<file path="src/rtl/ahbl_cache_bridge.sv">
// AHB-Lite slave that turns single bus transfers into one-cycle read/write
// strobes for a downstream cache controller and waits out its busy handshake.
module ahbl_cache_bridge #(
   parameter int ADDR_WIDTH    = 23,
   parameter bit ERR_UNALIGNED = 1'b1
) (
   input  logic                  clk,
   input  logic                  rst_x,
   input  logic                  ahbls_hready,
   output logic                  ahbls_hready_resp,
   output logic                  ahbls_hresp,
   input  logic [31:0]           ahbls_haddr,
   input  logic                  ahbls_hwrite,
   input  logic [1:0]            ahbls_htrans,
   input  logic [2:0]            ahbls_hsize,
   input  logic [31:0]           ahbls_hwdata,
   output logic [31:0]           ahbls_hrdata,
   output logic                  c_rd_en,
   output logic                  c_wr_en,
   output logic [ADDR_WIDTH-1:0] c_addr,
   output logic [31:0]           c_data,
   output logic [3:0]            c_mask,
   input  logic [31:0]           c_rdata,
   input  logic                  c_busy
);

   typedef enum logic [2:0] {
      IDLE,
      ISSUE,
      WAIT_ACK,
      WAIT_DONE,
      ERR1,
      ERR2
   } state_t;

   state_t                r_state;
   state_t                w_next;
   logic                  r_write;
   logic [ADDR_WIDTH-1:0] r_c_addr;
   logic [3:0]            r_c_mask;
   logic [31:0]           r_c_data;
   logic [31:0]           r_hrdata;

   logic                  w_accept;
   logic                  w_invalid;
   logic [1:0]            w_size_eff;
   logic [31:0]           w_addr_al;
   logic [3:0]            w_mask;
   logic                  w_capture;
   logic                  w_unused;

   // Only IDLE doubles as a completion cycle; ERR2 drives HREADYOUT high but
   // deliberately drops whatever address phase coincides with it.
   assign w_accept  = (r_state == IDLE) && ahbls_hready && ahbls_htrans[1];
   assign w_invalid = ERR_UNALIGNED &&
                      ((ahbls_hsize > 3'd2) ||
                       ((ahbls_hsize == 3'd1) && ahbls_haddr[0]) ||
                       ((ahbls_hsize == 3'd2) && (ahbls_haddr[1:0] != 2'b00)));

   assign w_size_eff = (ahbls_hsize > 3'd2) ? 2'd2 : ahbls_hsize[1:0];

   always_comb begin
      case (w_size_eff)
         2'd0:    w_addr_al = ahbls_haddr;
         2'd1:    w_addr_al = {ahbls_haddr[31:1], 1'b0};
         default: w_addr_al = {ahbls_haddr[31:2], 2'b00};
      endcase
   end

   always_comb begin
      case (w_size_eff)
         2'd0:    w_mask = 4'b0001 << w_addr_al[1:0];
         2'd1:    w_mask = w_addr_al[1] ? 4'b1100 : 4'b0011;
         default: w_mask = 4'b1111;
      endcase
   end

   assign w_unused = ^{w_addr_al[31:ADDR_WIDTH+2], ahbls_htrans[0]};

   always_ff @(posedge clk or negedge rst_x) begin
      if (!rst_x) begin
         r_state <= IDLE;
      end else begin
         r_state <= w_next;
      end
   end

   // NOTE: every output of this block gets a default before the case so that
   // no path leaves one unassigned and a latch is inferred.
   always_comb begin
      w_next            = r_state;
      ahbls_hready_resp = 1'b1;
      ahbls_hresp       = 1'b0;
      c_rd_en           = 1'b0;
      c_wr_en           = 1'b0;
      w_capture         = 1'b0;
      case (r_state)
         IDLE: begin
            if (w_accept) begin
               w_next = w_invalid ? ERR1 : ISSUE;
            end
         end
         ISSUE: begin
            ahbls_hready_resp = 1'b0;
            if (!c_busy) begin
               c_rd_en = !r_write;
               c_wr_en = r_write;
               w_next  = WAIT_ACK;
            end
         end
         WAIT_ACK: begin
            // A write must see busy rise before it may complete.
            ahbls_hready_resp = 1'b0;
            if (c_busy) begin
               w_next = WAIT_DONE;
            end else if (!r_write) begin
               w_capture = 1'b1;
               w_next    = IDLE;
            end
         end
         WAIT_DONE: begin
            ahbls_hready_resp = 1'b0;
            if (!c_busy) begin
               w_capture = !r_write;
               w_next    = IDLE;
            end
         end
         ERR1: begin
            ahbls_hready_resp = 1'b0;
            ahbls_hresp       = 1'b1;
            w_next            = ERR2;
         end
         ERR2: begin
            ahbls_hresp = 1'b1;
            w_next      = IDLE;
         end
         default: w_next = IDLE;
      endcase
   end

   // NOTE: registered state uses non-blocking assignments so every flop
   // samples pre-edge values regardless of statement order.
   always_ff @(posedge clk or negedge rst_x) begin
      if (!rst_x) begin
         r_write  <= 1'b0;
         r_c_addr <= '0;
         r_c_mask <= '0;
         r_c_data <= '0;
         r_hrdata <= '0;
      end else begin
         if (w_accept && !w_invalid) begin
            r_write  <= ahbls_hwrite;
            r_c_addr <= w_addr_al[ADDR_WIDTH+1:2];
            r_c_mask <= w_mask;
         end
         if ((r_state == ISSUE) && !c_busy) begin
            r_c_data <= ahbls_hwdata;
         end
         if (w_capture) begin
            r_hrdata <= c_rdata;
         end
      end
   end

   // Write data is passed straight through during ISSUE so it is valid in the
   // same cycle as c_wr_en, then held from the register afterwards.
   assign c_data       = (r_state == ISSUE) ? ahbls_hwdata : r_c_data;
   assign c_addr       = r_c_addr;
   assign c_mask       = r_c_mask;
   assign ahbls_hrdata = r_hrdata;

endmodule
</file>
<file path="config.mk">
export PLATFORM = sky130hd
export DESIGN_NAME = ahbl_cache_bridge
export DESIGN_NICKNAME = d
export VERILOG_FILES = /design/src/rtl/ahbl_cache_bridge.sv
export SDC_FILE = /design/constraint.sdc
export NUM_CORES = 1
export LEC_CHECK = 0
export ABC_CLOCK_PERIOD_IN_PS = 3300
export BUFFER_PORTS_ARGS = -buffer_cell sky130_fd_sc_hd__buf_2
export CELL_PAD_IN_SITES_DETAIL_PLACEMENT = 1
export CELL_PAD_IN_SITES_GLOBAL_PLACEMENT = 1
export CORE_ASPECT_RATIO = 0.75
export CORE_MARGIN = 2
export CORE_UTILIZATION = 30
export CTS_BUF_LIST = sky130_fd_sc_hd__clkbuf_16
export DETAILED_ROUTE_END_ITERATION = 12
export PLACE_DENSITY = 0.76
export SLEW_MARGIN = 20
export SYNTH_ARGS = -nofsm -noshare
export SYNTH_HDL_FRONTEND = slang
export SYNTH_SLANG_ARGS = --single-unit
</file>
<file path="constraint.sdc">
create_clock -name clk -period 3.3 [get_ports clk]
set_clock_uncertainty 0.1 [all_clocks]
set_input_delay 0.165 -clock clk [delete_from_list [all_inputs] [get_ports clk]]
set_output_delay 0.165 -clock clk [all_outputs]
set_load 0.05 [all_outputs]
</file>
==> flow_summary.toml, run 1 <==
[run_status]
result_of_the_run = "finished clean"

[yosys]
synth-xor-area-share_pct = 0.207
adder_cell_area_share_of_the_yosys_netlist_pct = 0
synth.cell_area_um2 = 4220
netlist.top_cell.by_area = "dfrtp_1"
post_synth_inst_count = 268
synth.distinct_cells = 31
synth_top_flop_cell = "dfrtp_1"
ys_seq_elements = 95
syn_avg_cell_area_um2 = 15.8
synthesis.nets = 374
basic_gate_share_of_the_synthesized_area_counting_and_or_nand_and_nor_cells_pct = 3.70
synth_compound_gate_area_share_pct = 2.87
count_leader_synth = "mux2_2"
synth_top_cells_by_area = "dfrtp_1, mux2_2, mux2_4, buf_2, nor2b_1"
synth_edf_count = 0
synth_top_area_share_pct = 56.3
synthArstFlopShare_pct = 100
combinational_family_with_the_most_area_after_synthesis = "multiplexers"
ys_seq_area_share_pct = 56.3
yosysWarningCount = 0
synth_commonest_cells = "mux2_2, dfrtp_1, mux2_4"
yosys-mux-area-fraction_pct = 34.8

[floorplanning]
floorplan.initialDensity_pct = 30.7
floorplan.die.height_um = 107
top_level_ports = 201
std_cell_rows = 37
die_w_um = 141
floorplan.core_area_um2 = 13700
fp.dieArea_um2 = 15100

[finish]
final_nets = 660
layout-area-overhead-vs-synth_pct = 57.0
post_route_cells_drive_above_1_share_pct = 61.9

[route]
finalWirelength_um = 12500
drt-pass1-iter-count = 4
route.detailed.drc = 0
detail_route.iter0.violations = 86
drt-wirelength-per-cell_um = 17.0
avgViaCountPerCell = 4.57
drt.antenna.violating_nets = 0
num_vias = 3364

[timing]
clock.fmax_mhz = 414
worst-slew-pin-transition_ns = 0.964
report.final.setup_viol = 0
timing.max_slew.rel_slack_pct = 35.7
rsz0062_at_grt = "false"
drv_slew = 0
finalSetupTns_ns = 0
final.min_clock_period_ns = 2.41
timing.final.crit_share_pct = 73.2
timing.final.hold_violations = 0
final.hold.worst_slack_ns = 0.0553

[cts]
clkSinkCount = 95
clk_pin_slew_worst_paths_ns = 0.07
ctsHtreeMaxLevel = 3
clk_latency_ns = 0.34
cts.path.max_buffers = 2
ctsResizeCount = 0
cts_made_buffers = 9
cts_tree = "done"
cts-root-buf = "clkbuf_16"
postCtsSetupRepairBufs = 0

[setup_path]
critical_path_at_ns = 2.15
worst-setup-path-type = "reg -> out"
rr_startpoint = "r_state[1]"
worst-endpoint-required_ns = 3.03
reg2reg_to = "c_addr[15]"
critical_path_peak_fanout = 32
reg2reg_depth = 4
setup.worst_path.end_class = "output pin"
worst_setup_sp_type = "register"
regToRegSetupSlack_ns = 1.28

[hold_path]
hp-class = "in -> reg"
whs_path_depth = 3
timing.hold.worst.start = "c_busy"
timing.hold.worst_endpoint = "r_state[0]"

[place]
hpwl_um = 7960
portBuffers = 192
place_congestion = 0.768

[flow_run]
maxCapViolCount = 0

[pwr]
powerDensity_nw_per_um2 = 1180
max-vdd-ir-drop_v = 0.000499
leakagePower_nw = 3.20

[grt]
via_count_of_the_first_global_routing_pass = 3878
track_usage_pct = 16.9
grt_max_degree = 75
grt_overflow = 0
grt_first_pass_wirelength_um = 20000
antenna_found_initial = 1
==> kinds of logic (layout without fill, tap and decap cells) <==
logic type | count (synthesis) | after routing
other | 0 | 2
XOR/XNOR | 1 | 1
buffers and inverters | 14 | 305
AO/OA/AOI/OAI | 14 | 14
multiplexers | 124 | 124
flip-flops | 95 | 95
AND/OR/NAND/NOR | 20 | 20
==> power by group <==
group	leakage [nW]	switching [mW]	total [mW]	internal [mW]
Clock	0.155	0.475	1.15	0.675
Sequential	1.16	0.343	2.09	1.75
Combinational	1.89	3.16	4.60	1.44
Total	3.20	3.98	7.85	3.87
==> cell usage in the layout (no fill, tap or decap), types with 4 or more instances in the layout <==
cell             n
buf_2          191
mux2_2         103
dfrtp_1         95
dlygate4sd3_1   89
mux2_4          20
clkbuf_16        9
buf_4            7
nor2b_1          5
o21ai_0          5
nor2_1           4
==> through the flow <==
step	cell area, um^2	utilization [%]	worst slack [ns]	power [mW]	cells
2_1_floorplan	4220	-	1.18	5.60	268
3_3_place_gp	5380	39.1	0.984	6.49	628
3_5_place_dp	5380	39.1	0.873	6.63	628
4_1_cts	6600	48.0	0.872	7.90	733
5_1_grt	6630	48.2	0.736	8.22	735
6_report	6630	48.2	0.885	7.85	736
==> flip-flops by register name, summed over array words and instances, names as in the netlist <==
signal,cells
ahbls_hrdata,32
c_addr,23
c_mask,4
r_c_data,32
r_state,3
r_write,1
==> worst max-delay path by stage <==
stage / cells past startpoint / to / slack, ns / start
finish: 5 / c_data[10] / 0.89 / r_state[2]
global route: 5 / c_rd_en / 0.74 / r_state[0]
CTS: 5 / c_data[6] / 0.87 / r_state[2]
detailed placement: 4 / c_mask[1] / 0.87 / r_state[1]
global placement: 4 / c_mask[1] / 0.98 / r_state[1]
floorplan: 4 / c_rd_en / 1.18 / r_state[0]
==> critical path, cell delays in order, from the launching register on <==
cell and delay, ns:
dfrtp_1 0.38, buf_4 0.19, nor3b_4 0.18, buf_4 0.42, mux2_2 0.40, buf_2 0.21
==> routing by layer <==
layer | vias up | part of all wire [%] | global-route usage (%)
met2 | 119 | 53 | 31.1
met1 | 1679 | 40 | 19.3
met5 | - | 0 | 0
li1 | 1546 | - | -
met3 | 20 | 4.7 | 3.66
met4 | 0 | 2.2 | 6.50
==> cell type report <==
type / count / area [um^2]
fill: 1434 / 7120
sequential: 95 / 2380
timing repair buffer: 288 / 1930
clock buffer: 9 / 225
clock inverter: 7 / 104
multi-input combinational: 159 / 1770
inverter: 1 / 3.75
tap: 175 / 219
antenna: 2 / 5.00
==> timing repair <==
| action | 4_1_cts | 5_1_grt |
|---|---|---|
| setup endpoints to repair | 0 | 0 |
| hold endpoints to repair | 161 | 0 |
| hold buffers | 89 | 0 |
(Power assumes the default switching activity.)
==> run 2: changes to the inputs <==
--- a/config.mk
+++ b/config.mk
@@ -5,7 +5,8 @@
 export SDC_FILE = /design/constraint.sdc
 export NUM_CORES = 1
 export LEC_CHECK = 0
-export ABC_CLOCK_PERIOD_IN_PS = 3300
+export ABC_AREA = 1
+export ABC_CLOCK_PERIOD_IN_PS = 1940
 export BUFFER_PORTS_ARGS = -buffer_cell sky130_fd_sc_hd__buf_2
 export CELL_PAD_IN_SITES_DETAIL_PLACEMENT = 1
 export CELL_PAD_IN_SITES_GLOBAL_PLACEMENT = 1
@@ -14,7 +15,7 @@
 export CORE_UTILIZATION = 30
 export CTS_BUF_LIST = sky130_fd_sc_hd__clkbuf_16
 export DETAILED_ROUTE_END_ITERATION = 12
-export PLACE_DENSITY = 0.76
+export PLACE_DENSITY = 0.85
 export SLEW_MARGIN = 20
 export SYNTH_ARGS = -nofsm -noshare
 export SYNTH_HDL_FRONTEND = slang
==> constraint.sdc (replaced) <==
create_clock -name clk -period 1.94 [get_ports clk]
set_clock_uncertainty 0.1 [all_clocks]
set_input_delay 0.097 -clock clk [delete_from_list [all_inputs] [get_ports clk]]
set_output_delay 0.097 -clock clk [all_outputs]
set_load 0.05 [all_outputs]
==> run 2 against run 1 <==
Final cell count increased by 37%. Sequential cell count unchanged. First-iteration DRC count grew 51%. Worst hold slack lost 0.035 ns. Critical path type unchanged. Largest power group unchanged.
==> flow_summary.toml, run 2 <==
[setup_path]
setup.worst_path.end_class = "output pin"
path_buf_inv = 2
cp_top_family = "flip-flops"
critical_path_peak_fanout = 28
worst_setup_sp_type = "register"
worst-setup-path-type = "reg -> out"
critical_path_at_ns = 1.67
max_stage_delay_ns = 0.45
worst-endpoint-required_ns = 1.74
cell_at_the_slowest_stage_of_the_critical_path = "dfrtp_2"
crit_path_cell_trace = "nor2_4 > nand2_2 > buf_12 > o21ai_0 > buf_4"

[yosys]
syn_avg_cell_area_um2 = 8.34
synth_top_flop_cell = "dfrtp_1"
count_leader_synth = "nand2_1"
yosysWarningCount = 0
synth_top_cells_by_area = "dfrtp_1, nand2_1, o21ai_1, inv_1, o21ai_0"
synth_commonest_cells = "nand2_1, dfrtp_1, inv_1"
synth_edf_count = 0
synthArstFlopShare_pct = 100
synth.distinct_cells = 24
ys_seq_area_share_pct = 54.7
netlist.top_cell.by_area = "dfrtp_1"
ys_seq_elements = 95
synth_top_area_share_pct = 54.7
synthesis.nets = 627
post_synth_inst_count = 521
synth.cell_area_um2 = 4340

[timing]
clock.fmax_mhz = 535
worst-slew-pin-transition_ns = 0.501
timing.max_slew.rel_slack_pct = 66.6
final.min_clock_period_ns = 1.87
report.final.setup_viol = 0
timing.final.hold_violations = 0
timing.final.crit_share_pct = 96.4
final.hold.worst_slack_ns = 0.0203
drv_slew = 0

[floorplanning]
floorplan.core_area_um2 = 14300
std_cell_rows = 38
floorplan.initialDensity_pct = 30.3
floorplan.die.height_um = 108
die_w_um = 143
top_level_ports = 201
fp.dieArea_um2 = 15500

[grt]
via_count_of_the_first_global_routing_pass = 4846
grt_first_pass_wirelength_um = 24100
antenna_found_initial = 2
grt_max_degree = 96
track_usage_pct = 20.0
grt_overflow = 0

[pwr]
seqPwrFrac_pct = 27.8
power.share.switching_pct = 55.1
share_comb_of_total_power_pct = 58.5
leakagePower_nw = 3.75
cell_internal_pwr_mw = 5.60
powerDensity_nw_per_um2 = 1840
pwr-share-clk_pct = 13.7
max-vdd-ir-drop_v = 0.000837
power_switching_mw = 6.88

[cts]
ctsHtreeMaxLevel = 3
clk_pin_slew_worst_paths_ns = 0.07
cts_made_buffers = 9
cts-root-buf = "clkbuf_16"
clkSinkCount = 95
clk_latency_ns = 0.34
cts.path.max_buffers = 2
cts_tree = "done"

[route]
drt.antenna.violating_nets = 0
drt-wirelength-per-cell_um = 15.0
num_vias = 4449
avgViaCountPerCell = 4.43
finalWirelength_um = 15100
route.detailed.drc = 0
drt-pass1-iter-count = 4
detail_route.iter0.violations = 130

[finish]
layout-area-overhead-vs-synth_pct = 55.7
layout_commonest_cell = "nand2_1"
post-route-cell-area_um2 = 6760
utilization_pct = 47.3
final_cell_count_no_fill = 1005
final_nets = 905
final_cell_mix = "nand2_1, buf_2, dfrtp_1"
post_route_cells_drive_above_1_share_pct = 31.7
layout.filler_cells = 1730

[run_status]
result_of_the_run = "finished clean"

[hold_path]
hp-class = "in -> reg"

[place]
placed_instance_area_um2 = 5520
portBuffers = 192
dp_cells = 898
place_congestion = 0.800
hpwl_um = 8540

[flow_run]
maxCapViolCount = 0
==> run 2: changes by cell type after synthesis, sizes merged, moves of 2 or more <==
| cell | before | now |
|---|---|---|
| mux2 | 124 | 0 |
| nand2 | 1 | 196 |
| nor2 | 4 | 17 |
| nor3 | 2 | 0 |
| nor2b | 5 | 0 |
| inv | 1 | 76 |
| nand4 | 0 | 2 |
| clkbuf | 0 | 3 |
| o21ai | 5 | 102 |
| buf | 13 | 21 |
| nand3 | 0 | 6 |
| nand2b | 2 | 0 |
==> run 2: cells by family after synthesis <==
kind of cell           after synthesis  synth area share, %
and+or+nand+nor                    223                 22.7
AOI/OAI and AO/OA                  103                 12.1
buffers and inverters              100                 10.4
DFF                                 95                 54.7
==> run 2: metal layers <==
layer / vias to the layer above / routed length, um / track usage [%]
met5: - / 13 / 0
met4: 2 / 292 / 6.93
met3: 26 / 1090 / 6.95
met2: 152 / 7600 / 35.6
met1: 2112 / 6090 / 22.3
li1: 2157 / - / -
==> run 2: metrics by stage <==
stage	setup TNS [ns]	worst slack, ns	power [mW]
final	0	0.0708	12.5
after global routing	-0.0856	-0.0413	13.2
after CTS	0	0.000761	12.3
after detailed placement	0	0.253	10.3
after global placement	0	0.295	10.1
after floorplan	-3.39	-0.180	8.59
==> run 2: worst paths after layout <==
kind,start,to,slack [ns],cells past startpoint
min in group asynchronous,rst_x,c_addr[11],0.26,3
hold reg to reg,c_addr[10],c_addr[10],0.37,2
setup / recovery,r_state[1],c_data[23],0.07,5
hold / removal,ahbls_hsize[2],c_mask[3],0.02,5
setup reg to reg,r_state[1],c_addr[0],0.32,8
max in group asynchronous,rst_x,r_c_data[19],1.10,3
==> run 2: area by class of cell <==
| type | instances | area, um^2 | area share (%) |
|---|---|---|---|
| Antenna cell | 1 | 2.50 | 0.0370 |
| Sequential cell | 95 | 2380 | 35.2 |
| Inverter | 76 | 285 | 4.22 |
| Clock inverter | 7 | 57.6 | 0.851 |
| Timing Repair Buffer | 291 | 2040 | 30.1 |
| Multi-Input combinational cell | 326 | 1530 | 22.6 |
| Tap cell | 200 | 250 | 3.70 |
| Clock buffer | 9 | 225 | 3.33 |
==> run 2: tightest hold or removal path: cells and delay by family <==
family,cells,cell delay (ns)
compound gates,1,0.07
buf+inv,1,0.10
simple gates,3,0.17
==> run 2: timing repair <==
| item | in CTS | in global routing |
|---|---|---|
| endpoints found under the hold margin | 183 | 0 |
| setup buffers | 1 | 0 |
| pin swaps | 1 | 0 |
| gates cloned | 0 | 0 |
| hold buffers | 89 | 0 |
| resized for setup | 10 | 39 |
| setup endpoints to repair | 30 | 29 |
==> run 2: power by group through the flow <==
stage | Combinational [mW] | Sequential (mW) | Clock, mW
6_report | 7.30 | 3.47 | 1.70
5_1_grt | 7.81 | 3.58 | 1.84
4_1_cts | 7.07 | 3.42 | 1.77
3_5_place_dp | 6.84 | 3.44 | 0
3_3_place_gp | 6.71 | 3.39 | 0
2_1_floorplan | 3.13 | 5.45 | 0
==> run 3: changes to the inputs <==
--- a/config.mk
+++ b/config.mk
@@ -11,7 +11,6 @@
 export CELL_PAD_IN_SITES_DETAIL_PLACEMENT = 1
 export CELL_PAD_IN_SITES_GLOBAL_PLACEMENT = 1
 export CORE_ASPECT_RATIO = 0.75
-export CORE_MARGIN = 2
 export CORE_UTILIZATION = 30
 export CTS_BUF_LIST = sky130_fd_sc_hd__clkbuf_16
 export DETAILED_ROUTE_END_ITERATION = 12
==> run 3 against run 2 <==
Worst hold slack better by 0.00083 ns. Total power up 2.7%. Worst setup slack worse by 0.024 ns. Final cell count down 0.60%. Critical path depth unchanged. Sequential share of layout area down 0.49 points. Clock power up 15%. Register-to-register slack worse by 0.13 ns. Fmax down 1.3%. Die area down 3.2%. Count of clock-buffer cells in the layout unchanged. Global-route usage up 0.35 points.
==> flow_summary.toml, run 3 (synthesis results as in run 2) <==
[place]
place_congestion = 0.748
portBuffers = 192
hpwl_um = 8920
placed_instance_area_um2 = 5540

[timing]
timing.final.hold_violations = 0
final.hold.worst_slack_ns = 0.0211
report.final.setup_viol = 0
clock.fmax_mhz = 528
drv_slew = 0
worst-slew-pin-transition_ns = 0.536
timing.final.crit_share_pct = 97.6
timing.max_slew.rel_slack_pct = 64.3
final.min_clock_period_ns = 1.89
rsz0062_at_grt = "true"

[cts]
cts_tree = "done"
cts-root-buf = "clkbuf_16"
clk_latency_ns = 0.34
clk_pin_slew_worst_paths_ns = 0.07
cts_made_buffers = 9
ctsHtreeMaxLevel = 3
clkSinkCount = 95
cts.path.max_buffers = 2

[hold_path]
hp-class = "in -> reg"

[finish]
final_cell_mix = "nand2_1, buf_2, dfrtp_1"
num_antenna_cells = 0
post-route-cell-area_um2 = 6860
layout.filler_cells = 1688
utilization_pct = 49.2
post_route_cells_drive_above_1_share_pct = 31.8
layout_commonest_cell = "nand2_1"
final_nets = 905
layout-area-overhead-vs-synth_pct = 57.9

[setup_path]
critical_path_at_ns = 1.70
worst_setup_sp_type = "register"
critical_path_peak_fanout = 15
worst-endpoint-required_ns = 1.74
worst-setup-path-type = "reg -> out"
setup.worst_path.end_class = "output pin"

[floorplanning]
floorplan.core_area_um2 = 13900
die_w_um = 141
std_cell_rows = 37
top_level_ports = 201
floorplan.die.height_um = 106
floorplan.initialDensity_pct = 31.2
fp.dieArea_um2 = 15000

[grt]
grt_max_degree = 65
grt_first_pass_wirelength_um = 23900
grt_overflow = 0
antenna_found_initial = 0
via_count_of_the_first_global_routing_pass = 4798
track_usage_pct = 20.4

[flow_run]
maxCapViolCount = 0

[route]
avgViaCountPerCell = 4.40
drt.antenna.violating_nets = 0
route.detailed.drc = 0
num_vias = 4399
drt-wirelength-per-cell_um = 15.3
drt-pass1-iter-count = 6
detail_route.iter0.violations = 165
finalWirelength_um = 15200

[run_status]
result_of_the_run = "finished clean"

[pwr]
powerDensity_nw_per_um2 = 1870
leakagePower_nw = 3.82
max-vdd-ir-drop_v = 0.000840
-- run 3: final cells by class --
class | instances | area (um^2) | share of cell area, %
Multi-Input combinational cell | 326 | 1530 | 22.3
Clock inverter | 7 | 101 | 1.48
Tap cell | 195 | 244 | 3.56
Timing Repair Buffer | 291 | 2090 | 30.5
Inverter | 76 | 285 | 4.16
Sequential cell | 95 | 2380 | 34.7
Clock buffer | 9 | 225 | 3.28
-- run 3: through the flow --
stage | instances | worst slack, ns | setup TNS, ns | total power [mW]
5_1_grt | 999 | -0.00414 | -0.00765 | 13.5
2_1_floorplan | 521 | -0.180 | -3.39 | 8.59
3_3_place_gp | 891 | 0.251 | 0 | 10.1
6_report | 999 | 0.0469 | 0 | 12.8
3_5_place_dp | 891 | 0.244 | 0 | 10.3
4_1_cts | 997 | 0.00438 | 0 | 12.5
-- run 3: where the power goes --
part           leakage [nW]  internal (mW)  switching (mW)
Clock                 0.158           1.15           0.810
Combinational          2.46           1.84            5.54
Sequential             1.20           2.90           0.568
Total                  3.82           5.89            6.92
-- run 3: worst paths after layout --
| check | start | to | slack (ns) | cells past startpoint |
|---|---|---|---|---|
| worst min-delay path | ahbls_haddr[1] | c_mask[0] | 0.02 | 4 |
| worst max-delay path | r_state[1] | c_data[9] | 0.05 | 5 |
| worst max register to register | r_state[1] | c_addr[14] | 0.19 | 8 |
| min in group asynchronous | rst_x | r_c_data[30] | 0.18 | 2 |
| worst min register to register | c_addr[8] | c_addr[8] | 0.37 | 2 |
| max in group asynchronous | rst_x | r_c_data[8] | 0.99 | 3 |
-- run 3: worst max-delay path, cell delays in order, from the launching register on --
cell,delay [ns]
dfrtp_2,0.46
nor2_4,0.15
nand2_4,0.12
buf_6,0.19
o21ai_0,0.20
buf_4,0.24
-- run 3: layer usage --
layer / track usage [%] / wire, um / up-vias / share of wire [%]
met5: 0 / 0 / - / 0
met4: 6.44 / 299 / 0 / 2.0
met3: 6.71 / 1100 / 30 / 7.2
met2: 36.0 / 7510 / 157 / 49
met1: 23.2 / 6350 / 2062 / 42
li1: - / - / 2150 / -
-- run 3: repair_timing --
action,4_1_cts,5_1_grt
endpoints found under the hold margin,123,0
resized for setup,6,39
setup buffers,1,0
hold buffers,89,0
gates cloned,0,2
pin swaps,1,0
setup endpoints to repair,30,30
